==> src/rtl/hpu_pkg.sv <==
// hpu_pkg: shared definitions for the HPU control/status register block.
//   - Byte offsets of every register in the AXI4-Lite map.
//   - Bit positions inside CTRL and STATUS.
//   - AXI response codes.
//   - Bus FSM state encoding.
//   - Byte-lane merge helper used by every RW register.
package hpu_pkg;

  localparam logic [31:0] HPU_REG_CTRL     = 32'h00;
  localparam logic [31:0] HPU_REG_STATUS   = 32'h04;
  localparam logic [31:0] HPU_REG_ADDR_I   = 32'h08;
  localparam logic [31:0] HPU_REG_ADDR_J   = 32'h0C;
  localparam logic [31:0] HPU_REG_ITEM_NUM = 32'h10;
  localparam logic [31:0] HPU_REG_ITEM_A   = 32'h14;
  localparam logic [31:0] HPU_REG_USER0    = 32'h20;

  localparam int CTRL_GEN_BIT    = 0;
  localparam int CTRL_RUN_BIT    = 1;
  localparam int STATUS_DONE_BIT = 0;
  localparam int STATUS_BUSY_BIT = 1;

  localparam logic [1:0] RESP_OKAY   = 2'b00;
  localparam logic [1:0] RESP_SLVERR = 2'b10;

  // Write path: IDLE/AW/W/RESP. Read path: RADDR/RDATA, entered from IDLE only.
  typedef enum logic [2:0] {
    ST_IDLE,
    ST_AW,
    ST_W,
    ST_RESP,
    ST_RADDR,
    ST_RDATA
  } axi_state_e;

  // Replace only the byte lanes whose strobe is set.
  function automatic logic [31:0] apply_wstrb(input logic [31:0] old_val,
                                              input logic [31:0] new_val,
                                              input logic [3:0]  strb);
    logic [31:0] res;
    res = old_val;
    for (int b = 0; b < 4; b++) begin
      if (strb[b]) res[8*b +: 8] = new_val[8*b +: 8];
    end
    return res;
  endfunction

endpackage

==> src/rtl/hpu_gen_counter.sv <==
// hpu_gen_counter: item-memory generation sequencer.
// Ports:
//   clk_i, rst_ni      clock, asynchronous active-low reset
//   start_i            software wrote CTRL with gen=1 (restarts from item_a=0)
//   abort_i            software wrote CTRL with gen=0 (stops, no done, no pulse)
//   item_num_i         last index to generate (inclusive)
//   gen_o              generation active
//   done_o             sticky completion flag, cleared by start_i
//   gen_done_o         one-cycle pulse on automatic completion
//   item_a_o           current generation index
module hpu_gen_counter #(
  parameter int ITEM_W = 16
) (
  input  logic              clk_i,
  input  logic              rst_ni,
  input  logic              start_i,
  input  logic              abort_i,
  input  logic [ITEM_W-1:0] item_num_i,
  output logic              gen_o,
  output logic              done_o,
  output logic              gen_done_o,
  output logic [ITEM_W-1:0] item_a_o
);

  logic              gen_q;
  logic              done_q;
  logic              gen_done_q;
  logic [ITEM_W-1:0] item_a_q;

  // Software writes take priority over the automatic clear, so a CTRL write
  // landing on the final cycle suppresses the done flag and the pulse.
  // item_a wraps naturally if item_num is lowered below it mid-run.
  always_ff @(posedge clk_i or negedge rst_ni) begin
    if (!rst_ni) begin
      gen_q      <= 1'b0;
      done_q     <= 1'b0;
      gen_done_q <= 1'b0;
      item_a_q   <= '0;
    end else begin
      gen_done_q <= 1'b0;
      if (start_i) begin
        gen_q    <= 1'b1;
        done_q   <= 1'b0;
        item_a_q <= '0;
      end else if (abort_i) begin
        gen_q <= 1'b0;
      end else if (gen_q) begin
        if (item_a_q == item_num_i) begin
          gen_q      <= 1'b0;
          done_q     <= 1'b1;
          gen_done_q <= 1'b1;
        end else begin
          item_a_q <= item_a_q + 1'b1;
        end
      end
    end
  end

  assign gen_o      = gen_q;
  assign done_o     = done_q;
  assign gen_done_o = gen_done_q;
  assign item_a_o   = item_a_q;

endmodule

==> src/rtl/hpu_ctrl_regs.sv <==
// hpu_ctrl_regs: AXI4-Lite control/status register file for the HPU.
// Ports:
//   S_AXI_*      AXI4-Lite slave (clock, async active-low reset, AW/W/B/AR/R)
//   run          datapath run enable (CTRL[1])
//   gen          item-memory generation active (CTRL[0] / STATUS[1])
//   addr_i/j     programmed loop bounds
//   item_num     item-memory count (last generated index)
//   item_a       current generation index
//   gen_done     one-cycle pulse on automatic generation completion
//   user_regs    flattened general-purpose registers, reg k at [32k+31:32k]
// Build option: define HPU_REGS_SLVERR_EN to answer SLVERR for unmapped
// accesses and for writes to STATUS/ITEM_A; otherwise every response is OKAY.
module hpu_ctrl_regs
  import hpu_pkg::*;
#(
  parameter int ADDR_W        = 12,
  parameter int NUM_USER_REGS = 4,
  parameter int ITEM_W        = 16,
  parameter int PARAM_W       = 20
) (
  input  logic                       S_AXI_ACLK,
  input  logic                       S_AXI_ARESETN,
  input  logic [ADDR_W-1:0]          S_AXI_AWADDR,
  input  logic                       S_AXI_AWVALID,
  output logic                       S_AXI_AWREADY,
  input  logic [31:0]                S_AXI_WDATA,
  input  logic [3:0]                 S_AXI_WSTRB,
  input  logic                       S_AXI_WVALID,
  output logic                       S_AXI_WREADY,
  output logic [1:0]                 S_AXI_BRESP,
  output logic                       S_AXI_BVALID,
  input  logic                       S_AXI_BREADY,
  input  logic [ADDR_W-1:0]          S_AXI_ARADDR,
  input  logic                       S_AXI_ARVALID,
  output logic                       S_AXI_ARREADY,
  output logic [31:0]                S_AXI_RDATA,
  output logic [1:0]                 S_AXI_RRESP,
  output logic                       S_AXI_RVALID,
  input  logic                       S_AXI_RREADY,
  output logic                       run,
  output logic                       gen,
  output logic [PARAM_W-1:0]         addr_i,
  output logic [PARAM_W-1:0]         addr_j,
  output logic [ITEM_W-1:0]          item_num,
  output logic [ITEM_W-1:0]          item_a,
  output logic                       gen_done,
  output logic [32*NUM_USER_REGS-1:0] user_regs
);

  // Byte address with the lane bits dropped, widened for comparison with
  // the 32-bit offsets in the package.
  function automatic logic [31:0] word_addr(input logic [ADDR_W-1:0] a);
    return 32'(a) & 32'hFFFF_FFFC;
  endfunction

  axi_state_e          state_q;
  logic [ADDR_W-1:0]   aw_addr_q;
  logic [ADDR_W-1:0]   ar_addr_q;
  logic [31:0]         wdata_q;
  logic [3:0]          wstrb_q;
  logic [31:0]         rdata_q;
  logic [1:0]          rresp_q;
  logic [1:0]          bresp_q;

  logic                run_q, run_d;
  logic [PARAM_W-1:0]  addr_i_q, addr_i_d;
  logic [PARAM_W-1:0]  addr_j_q, addr_j_d;
  logic [ITEM_W-1:0]   item_num_q, item_num_d;

  logic                gen_w, done_w;

  // ---------------- write beat assembly ----------------
  // A write commits on the cycle the FSM enters RESP; address and data come
  // either straight off the bus or from whichever half was latched earlier.
  logic        wr_en;
  logic [31:0] wr_addr;
  logic [31:0] wr_data;
  logic [3:0]  wr_strb;

  always_comb begin
    wr_en   = 1'b0;
    wr_addr = word_addr(S_AXI_AWADDR);
    wr_data = S_AXI_WDATA;
    wr_strb = S_AXI_WSTRB;
    case (state_q)
      ST_IDLE: wr_en = S_AXI_AWVALID & S_AXI_WVALID;
      ST_AW: begin
        wr_en   = S_AXI_WVALID;
        wr_addr = word_addr(aw_addr_q);
      end
      ST_W: begin
        wr_en   = S_AXI_AWVALID;
        wr_data = wdata_q;
        wr_strb = wstrb_q;
      end
      default: ;
    endcase
  end

  logic [31:0]              rd_addr;
  logic [NUM_USER_REGS-1:0] wr_user_sel;
  logic [NUM_USER_REGS-1:0] rd_user_hit;

  assign rd_addr = word_addr(ar_addr_q);

  // CTRL only changes when byte lane 0 is strobed; gen is never stored here,
  // it is turned into a start or abort command for the counter.
  logic ctrl_byte_wr;
  logic gen_start, gen_abort;

  assign ctrl_byte_wr = wr_en && (wr_addr == HPU_REG_CTRL) && wr_strb[0];
  assign gen_start    = ctrl_byte_wr &&  wr_data[CTRL_GEN_BIT];
  assign gen_abort    = ctrl_byte_wr && !wr_data[CTRL_GEN_BIT];

  always_comb begin
    run_d      = run_q;
    addr_i_d   = addr_i_q;
    addr_j_d   = addr_j_q;
    item_num_d = item_num_q;
    if (ctrl_byte_wr) run_d = wr_data[CTRL_RUN_BIT];
    if (wr_en && wr_addr == HPU_REG_ADDR_I)
      addr_i_d = PARAM_W'(apply_wstrb(32'(addr_i_q), wr_data, wr_strb));
    if (wr_en && wr_addr == HPU_REG_ADDR_J)
      addr_j_d = PARAM_W'(apply_wstrb(32'(addr_j_q), wr_data, wr_strb));
    if (wr_en && wr_addr == HPU_REG_ITEM_NUM)
      item_num_d = ITEM_W'(apply_wstrb(32'(item_num_q), wr_data, wr_strb));
  end

  always_ff @(posedge S_AXI_ACLK or negedge S_AXI_ARESETN) begin
    if (!S_AXI_ARESETN) begin
      run_q      <= 1'b0;
      addr_i_q   <= '0;
      addr_j_q   <= '0;
      item_num_q <= '0;
    end else begin
      run_q      <= run_d;
      addr_i_q   <= addr_i_d;
      addr_j_q   <= addr_j_d;
      item_num_q <= item_num_d;
    end
  end

  genvar gi;
  generate
    for (gi = 0; gi < NUM_USER_REGS; gi++) begin : g_user
      localparam logic [31:0] USER_OFF = HPU_REG_USER0 + 32'(4 * gi);
      logic [31:0] user_q;

      assign wr_user_sel[gi] = (wr_addr == USER_OFF);
      assign rd_user_hit[gi] = (rd_addr == USER_OFF);

      always_ff @(posedge S_AXI_ACLK or negedge S_AXI_ARESETN) begin
        if (!S_AXI_ARESETN) user_q <= '0;
        else if (wr_en && wr_user_sel[gi])
          user_q <= apply_wstrb(user_q, wr_data, wr_strb);
      end

      assign user_regs[32*gi +: 32] = user_q;
    end
  endgenerate

  // ---------------- read mux ----------------
  logic [31:0] rd_word;

  always_comb begin
    rd_word = '0;
    case (rd_addr)
      HPU_REG_CTRL: begin
        rd_word[CTRL_RUN_BIT] = run_q;
        rd_word[CTRL_GEN_BIT] = gen_w;
      end
      HPU_REG_STATUS: begin
        rd_word[STATUS_BUSY_BIT] = gen_w;
        rd_word[STATUS_DONE_BIT] = done_w;
      end
      HPU_REG_ADDR_I:   rd_word = 32'(addr_i_q);
      HPU_REG_ADDR_J:   rd_word = 32'(addr_j_q);
      HPU_REG_ITEM_NUM: rd_word = 32'(item_num_q);
      HPU_REG_ITEM_A:   rd_word = 32'(item_a);
      default: begin
        for (int k = 0; k < NUM_USER_REGS; k++) begin
          if (rd_user_hit[k]) rd_word = user_regs[32*k +: 32];
        end
      end
    endcase
  end

  // ---------------- response codes ----------------
  logic       wr_map_rw;
  logic       rd_map;
  logic [1:0] wr_resp;
  logic [1:0] rd_resp;

  assign wr_map_rw = (wr_addr inside {HPU_REG_CTRL, HPU_REG_ADDR_I,
                                      HPU_REG_ADDR_J, HPU_REG_ITEM_NUM})
                     || (|wr_user_sel);
  assign rd_map    = (rd_addr inside {HPU_REG_CTRL, HPU_REG_STATUS, HPU_REG_ADDR_I,
                                      HPU_REG_ADDR_J, HPU_REG_ITEM_NUM, HPU_REG_ITEM_A})
                     || (|rd_user_hit);

`ifdef HPU_REGS_SLVERR_EN
  assign wr_resp = wr_map_rw ? RESP_OKAY : RESP_SLVERR;
  assign rd_resp = rd_map    ? RESP_OKAY : RESP_SLVERR;
`else
  assign wr_resp = RESP_OKAY;
  assign rd_resp = RESP_OKAY;
  logic unused_map;
  assign unused_map = wr_map_rw ^ rd_map;
`endif

  // ---------------- bus FSM ----------------
  always_ff @(posedge S_AXI_ACLK or negedge S_AXI_ARESETN) begin
    if (!S_AXI_ARESETN) begin
      state_q   <= ST_IDLE;
      aw_addr_q <= '0;
      ar_addr_q <= '0;
      wdata_q   <= '0;
      wstrb_q   <= '0;
      rdata_q   <= '0;
      rresp_q   <= RESP_OKAY;
      bresp_q   <= RESP_OKAY;
    end else begin
      if (wr_en) bresp_q <= wr_resp;
      case (state_q)
        ST_IDLE: begin
          if (S_AXI_AWVALID && S_AXI_WVALID) begin
            state_q <= ST_RESP;
          end else if (S_AXI_AWVALID) begin
            aw_addr_q <= S_AXI_AWADDR;
            state_q   <= ST_AW;
          end else if (S_AXI_WVALID) begin
            wdata_q <= S_AXI_WDATA;
            wstrb_q <= S_AXI_WSTRB;
            state_q <= ST_W;
          end else if (S_AXI_ARVALID) begin
            ar_addr_q <= S_AXI_ARADDR;
            state_q   <= ST_RADDR;
          end
        end
        ST_AW:   if (S_AXI_WVALID)  state_q <= ST_RESP;
        ST_W:    if (S_AXI_AWVALID) state_q <= ST_RESP;
        ST_RESP: if (S_AXI_BREADY)  state_q <= ST_IDLE;
        ST_RADDR: begin
          rdata_q <= rd_word;
          rresp_q <= rd_resp;
          state_q <= ST_RDATA;
        end
        ST_RDATA: if (S_AXI_RREADY) state_q <= ST_IDLE;
        default:  state_q <= ST_IDLE;
      endcase
    end
  end

  // Writes win arbitration: a pending AW or W in IDLE holds off the read.
  assign S_AXI_AWREADY = (state_q == ST_IDLE) || (state_q == ST_W);
  assign S_AXI_WREADY  = (state_q == ST_IDLE) || (state_q == ST_AW);
  assign S_AXI_ARREADY = (state_q == ST_IDLE) && !S_AXI_AWVALID && !S_AXI_WVALID;
  assign S_AXI_BVALID  = (state_q == ST_RESP);
  assign S_AXI_BRESP   = bresp_q;
  assign S_AXI_RVALID  = (state_q == ST_RDATA);
  assign S_AXI_RDATA   = rdata_q;
  assign S_AXI_RRESP   = rresp_q;

  hpu_gen_counter #(
    .ITEM_W(ITEM_W)
  ) u_gen_counter (
    .clk_i      (S_AXI_ACLK),
    .rst_ni     (S_AXI_ARESETN),
    .start_i    (gen_start),
    .abort_i    (gen_abort),
    .item_num_i (item_num_q),
    .gen_o      (gen_w),
    .done_o     (done_w),
    .gen_done_o (gen_done),
    .item_a_o   (item_a)
  );

  assign run      = run_q;
  assign gen      = gen_w;
  assign addr_i   = addr_i_q;
  assign addr_j   = addr_j_q;
  assign item_num = item_num_q;

endmodule
==> config.mk <==
export PLATFORM = sky130hd
export DESIGN_NAME = hpu_ctrl_regs
export DESIGN_NICKNAME = d
export VERILOG_FILES = /design/src/rtl/hpu_pkg.sv /design/src/rtl/hpu_gen_counter.sv /design/src/rtl/hpu_ctrl_regs.sv
export SDC_FILE = /design/constraint.sdc
export NUM_CORES = 1
export LEC_CHECK = 0
export ABC_AREA = 1
export ABC_CLOCK_PERIOD_IN_PS = 2000
export CAP_MARGIN = 30
export CELL_PAD_IN_SITES_DETAIL_PLACEMENT = 0
export CELL_PAD_IN_SITES_GLOBAL_PLACEMENT = 1
export CORE_AREA = 2 2 229 231
export DETAILED_ROUTE_END_ITERATION = 10
export DIE_AREA = 0 0 231 233
export PLACE_DENSITY = 0.76
export SYNTH_ARGS = -nofsm -noshare
export SYNTH_HDL_FRONTEND = slang
export SYNTH_SLANG_ARGS = --single-unit
==> constraint.sdc <==
create_clock -name S_AXI_ACLK -period 2 [get_ports S_AXI_ACLK]
set_clock_uncertainty 0.05 [all_clocks]
set_input_delay 0.4 -clock S_AXI_ACLK [delete_from_list [all_inputs] [get_ports S_AXI_ACLK]]
set_output_delay 0.4 -clock S_AXI_ACLK [all_outputs]
set_load 0.1 [all_outputs]
Word-level counts from Yosys, hierarchy flattened
Cells that the tools add are included.
Cells by class
  bitwise logic cells: 4
  equality and inequality tests: 29
  mux-type cells: 35
  reduce and logical (&&, ||, !) cells: 55
  add/sub/neg operators: 1
Operators with widths (number)
  $mux W32: 5
  $pmux W30 S5: 1
  $logic_not A32 Y1: 2
  $mux W16: 4
  $reduce_and A2 Y1: 24
  $eq A10 B4 Y1 const B: 4
  $eq A12 B6 Y1 const B: 3
  $eq A32 B6 Y1 const B: 1
  $eq A12 B4 Y1 const B: 2
  $mux W3: 8
  $eq A10 B2 Y1 const B: 2
  $eq A10 B3 Y1 const B: 2
  $pmux W3 S6: 1
  $add A16 B1 Y16 const B: 1
  $eq A16 B16 Y1: 1
  $logic_and A1 B1 Y1: 14
  $eq A12 B5 Y1 const B: 1
  $mux W1: 12
  $mux W12: 1
  $pmux W2 S6: 1
  $eq A10 B1 Y1 const B: 1
  $reduce_and A5 Y1: 2
  $reduce_and A3 Y1: 3
  $ne A2 B2 Y1 const B: 4
  other kinds (15): 24
Storage, ports and cells
  register bits: 299
  word-level logic and storage cells: 159
  input bits: 67
  output and inout bits: 244

Longest topological paths before layout
  depth in word-level cells: 8
  depth in mapped cells: 15

Hierarchy
From an unflattened synthesis, not the netlist that was laid out.
Unflattened totals
  cell total of the unflattened synthesis: 2024
  area, all modules: 15347.2 µm²
Modules (own cells, without submodules)
  hpu_ctrl_regs: times used 1, sequential area each 6906.6 µm², cells each 1770, area an instance 13784.5 µm²
  hpu_gen_counter: times used 1, sequential area each 475.5 µm², cells each 254, area an instance 1562.7 µm²

Worst setup path after synthesis
No wires, ideal clock.
  path kind: reg-to-reg
  from: reg state_q[0]
  to: reg ar_addr_q[10]
  slack: -2.746 ns
  data required time: 1.817 ns
  path buffers: 1
  cell stages (with the launch flop): 8
  arrival time: 4.563 ns
  library setup time: 0.133 ns
  cells stage by stage: dfrtp_1 -> nor2_4 -> nand2_1 -> nor3_1 -> nand2_1 -> clkbuf_1 -> nor2_1 -> a21oi_1
Between the ends
  longest elaborated chain between the ends: 2
Ends and longest elaborated chain
  from (decl): line hpu_ctrl_regs.sv:56  | axi_state_e state_q;
  from (signal assigned): line hpu_ctrl_regs.sv:214  | state_q <= ST_IDLE;
  from (signal assigned): line hpu_ctrl_regs.sv:227  | state_q <= ST_RESP;
  from (signal assigned): line hpu_ctrl_regs.sv:230  | state_q <= ST_AW;
  $logic_not A3 Y1: line hpu_ctrl_regs.sv:224  | case (state_q)
  $reduce_and A5 Y1 (no line)
  to (signal assigned): line hpu_ctrl_regs.sv:216  | ar_addr_q <= '0;
  to (signal assigned): line hpu_ctrl_regs.sv:236  | ar_addr_q <= S_AXI_ARADDR;
  to (decl): line hpu_ctrl_regs.sv:58  | logic [ADDR_W-1:0] ar_addr_q;
No other way between the ends.
A chain may end at the register's enable or synchronous reset.

Worst setup path in the final report
  from: reg state_q[2]
  to: out S_AXI_ARREADY
Between the ends
  longest elaborated chain between the ends: 3
Ends and longest elaborated chain
  $logic_not A3 Y1: line hpu_ctrl_regs.sv:257  | assign S_AXI_ARREADY = (state_q == ST_IDLE) && !S_AXI_AWVALID && !S_AXI_WVALID;
  $logic_and A1 B1 Y1 (2 in a row): line hpu_ctrl_regs.sv:257
  to (decl): line hpu_ctrl_regs.sv:35  | output logic S_AXI_ARREADY,
No other way between the ends.

==> results.sh <==
export IMPL_tightest_slew_ps=548
export IMPL_hpwl_um=44900
export IMPL_clk_pin_slew_ps=60
export IMPL_clock_latency_ps=560
export IMPL_max_clock_path_buffers=3
export IMPL_finish_net_count=2610
export IMPL_async_reset_ff_share_pct=100
export IMPL_synth_seq_cells=295
export IMPL_rows=83
export IMPL_grt_pass1_vias=15200
export IMPL_num_fill_cells=4548
export IMPL_leakagePower_uw=0.0131
export IMPL_drive_above_1_share_pct=35.9
export IMPL_regArea_um2=7390
export IMPL_ios=311
export IMPL_synth_simple_area_share_pct=29.3
export IMPL_htreeDepth=2
export IMPL_dieArea_um2=53800
export IMPL_rsz0062_at_grt="yes"
export IMPL_final_cells=3254
export IMPL_setup_viol_count_final=173
export IMPL_timing_final_crit_period_ps=2180
export IMPL_synth_area_um2=15200
export IMPL_worstSetupStartpointType="register"
export IMPL_fin_tns_setup_ps=-14870
export IMPL_grt_use_total_pct=22.5
export IMPL_clock_sinks=295
export IMPL_synth_ff_type="dfrtp_1"
export IMPL_drcViolationCount=0
export IMPL_place_congestion=0.915
export IMPL_crit_required_ps=1550
export IMPL_synth_compound_area_share_pct=8.30
export IMPL_drtIter0Drc=1196
export IMPL_status="finished, violations left"
export IMPL_drv_cap=0
export IMPL_first_pass_iters=6
export IMPL_cp_arrival_ps=1730
export IMPL_ys_warn_count=0
export IMPL_max_slew_margin_pct=63.5
export IMPL_post_synth_fa_ha_maj_area_fraction_pct=0.0823
export IMPL_syn2layout_area_growth_pct=77.4
export IMPL_io_buffers=302
export IMPL_ys_seq_area_share_pct=48.5
export IMPL_fmax_ghz=0.459
export IMPL_via_count=15800
export IMPL_hold_viol_final=0
export IMPL_drt_wirelength_per_cell_um=20.2
export IMPL_dp_slack_ps=-472
export IMPL_multi_input_area_um2=7630
export IMPL_cts_made_buffers=37
export IMPL_finalCritPeriodShare_pct=109
export IMPL_synth_top_family_by_area="simple AND/OR/NAND/NOR gates"
export IMPL_maxSlewViolCount=0
export IMPL_fin_area_um2=27000
export IMPL_crit_path_end_kind="output port"
export IMPL_placedCellCount=3088
export IMPL_grt_pass1_wl_um=92400
export IMPL_violations="negative setup slack"
export IMPL_max_vdd_ir_drop_v=0.000699
export IMPL_core_um2=51100
export IMPL_path_class="reg -> out"
export IMPL_start_util_pct=29.8
export IMPL_antenna_left=0
export IMPL_synth_edf_count=0
export IMPL_die_w_um=231
export IMPL_hold_path_class="in -> async"
export IMPL_root_buffer="clkbuf_16"
export IMPL_placed_area_um2=23000
export IMPL_wirelength_um=65700
export IMPL_die_h_um=233
export IMPL_worst_path_max_fanout=2
export IMPL_avgSynthCellArea_um2=7.63
export IMPL_viasPerCell=4.84
export IMPL_synth_xor_xnor_area_share_pct=0.518
export IMPL_grt_overflow_total=0
export IMPL_antenna_found_initial=12
export IMPL_grt_max_degree=80
export IMPL_final_setup_worst_slack_ps=-179
export IMPL_tritoncts="built"
export IMPL_cellPowerDensity_nw_per_um2=1130
export IMPL_r2r_cells=13
export IMPL_synthMuxAreaShare_pct=2.81
export IMPL_yosys_cell_types_count=37
export IMPL_synth_cells=1994
layout make-up:
| cell class | count | area share [%] |
|---|---|---|
| Antenna cell | 3 | 0.0278 |
| Clock buffer | 54 | 4.08 |
| Clock inverter | 14 | 0.561 |
| Inverter | 308 | 4.39 |
| Multi-Input combinational cell | 1312 | 28.3 |
| Sequential cell | 295 | 27.4 |
| Tap cell | 680 | 3.15 |
| Timing Repair Buffer | 588 | 32.1 |
cell families (layout without fill, tap and decap cells):
| kind of cell | after synthesis | in the layout |
|---|---|---|
| buffers and inverters | 391 | 964 |
| AO/OA/AOI/OAI | 232 | 232 |
| multiplexers | 38 | 38 |
| adder cells (fa/ha/maj) | 1 | 1 |
| AND/OR/NAND/NOR | 1027 | 1028 |
| flip-flops | 295 | 295 |
| XOR/XNOR | 9 | 9 |
| other | 1 | 7 |
worst paths after layout:
check / start / end / slack, ps
setup reg to reg: state_q[2]$_DFFE_PN0P_ / g_user[3].user_q[31]$_DFFE_PN0P_ / -170
setup / recovery: state_q[2]$_DFFE_PN0P_ / S_AXI_ARREADY / -180
min in group S_AXI_ACLK: S_AXI_ARADDR[7] / ar_addr_q[7]$_DFFE_PN0P_ / 380
hold reg to reg: u_gen_counter.done_o$_DFFE_PN0P_ / u_gen_counter.done_o$_DFFE_PN0P_ / 440
hold / removal: S_AXI_ARESETN / S_AXI_RDATA[4]$_DFFE_PN0P_ / 240
max in group asynchronous: S_AXI_ARESETN / g_user[1].user_q[16]$_DFFE_PN0P_ / 860
cell usage in the layout, fill, tap and decap left out, types with 20 or more instances in the layout:
cell type,Yosys,routed
o21ai_2,2,43
nand3_1,225,176
inv_1,300,290
dfrtp_1,295,292
o21ai_0,121,61
o211ai_1,20,20
or2_2,35,32
nand3_2,6,45
nand2_4,1,26
nand2_2,11,64
clkbuf_16,0,57
buf_4,13,170
buf_6,6,50
clkdlybuf4s50_1,0,61
o21ai_1,66,77
nand2_1,574,483
buf_12,0,275
nor2_1,130,118
mux2_4,0,29
worst max-delay path: stages (launching register included):
cell,delay [ps]
dfrtp_1,400
buf_6,130
nor2_4,100
buf_6,130
nand2_8,50
nor3_4,160
buf_12,200
cell usage after synthesis (7+ instances only):
cell,count,area [um2]
nand2_2,11,68.8
buf_2,19,95.1
a21oi_1,11,55.1
xor2_1,9,78.8
mux2_2,38,428
inv_1,300,1130
o21ai_1,66,330
o211ai_1,20,150
inv_2,7,26.3
nor3_1,16,80.1
nand3_1,225,1130
nand2_1,574,2150
o21ai_0,121,606
or2_2,35,219
clkbuf_1,40,150
nor2_1,130,488
dfrtp_1,295,7380
buf_4,13,97.6
o2111ai_1,10,87.6
through the flow:
stage	power [uW]	hold WS (ps)	util [%]
global route	31800	251	52.8
finish	30600	242	52.8
detailed placement	20500	230	44.9
global placement	20400	226	44.9
floorplan	14800	54.4	-
CTS	29000	232	49.1
flip-flops by register name (all words and copies together), names as in the netlist, 16 cells and up:
name and cells:
S_AXI_RDATA 32, wdata_q 32, u_gen_counter.item_a_o 16, addr_i 20
addr_j 20, item_num 16, g_user.user_q 128
per-layer routing:
| metal | up-vias | GRT usage, % | wire, um | part of all wire, % |
|---|---|---|---|---|
| met3 | 134 | 5.70 | 5170 | 7.9 |
| met4 | 20 | 6.88 | 1840 | 2.8 |
| met1 | 7639 | 28.3 | 26600 | 40 |
| met5 | - | 0 | 123 | 0.19 |
| li1 | 7400 | - | - | - |
| met2 | 560 | 38.0 | 32000 | 49 |
power by group:
part	leakage (uW)	switching, uW	internal, uW
clock network	0.000623	2790	4220
logic	0.00902	9370	6240
registers	0.00350	1010	6950
total	0.0131	13200	17400
what timing repair did:
| item | CTS | global route |
|---|---|---|
| cloned | 4 | 20 |
| hold buffers | 1 | 0 |
| hold endpoints to repair | 75 | 0 |
| pin swaps | 15 | 65 |
| endpoints found under the setup margin | 200 | 266 |
| buffers inserted | 29 | 44 |
| resized for setup | 146 | 273 |
(Power assumes the default switching activity.)
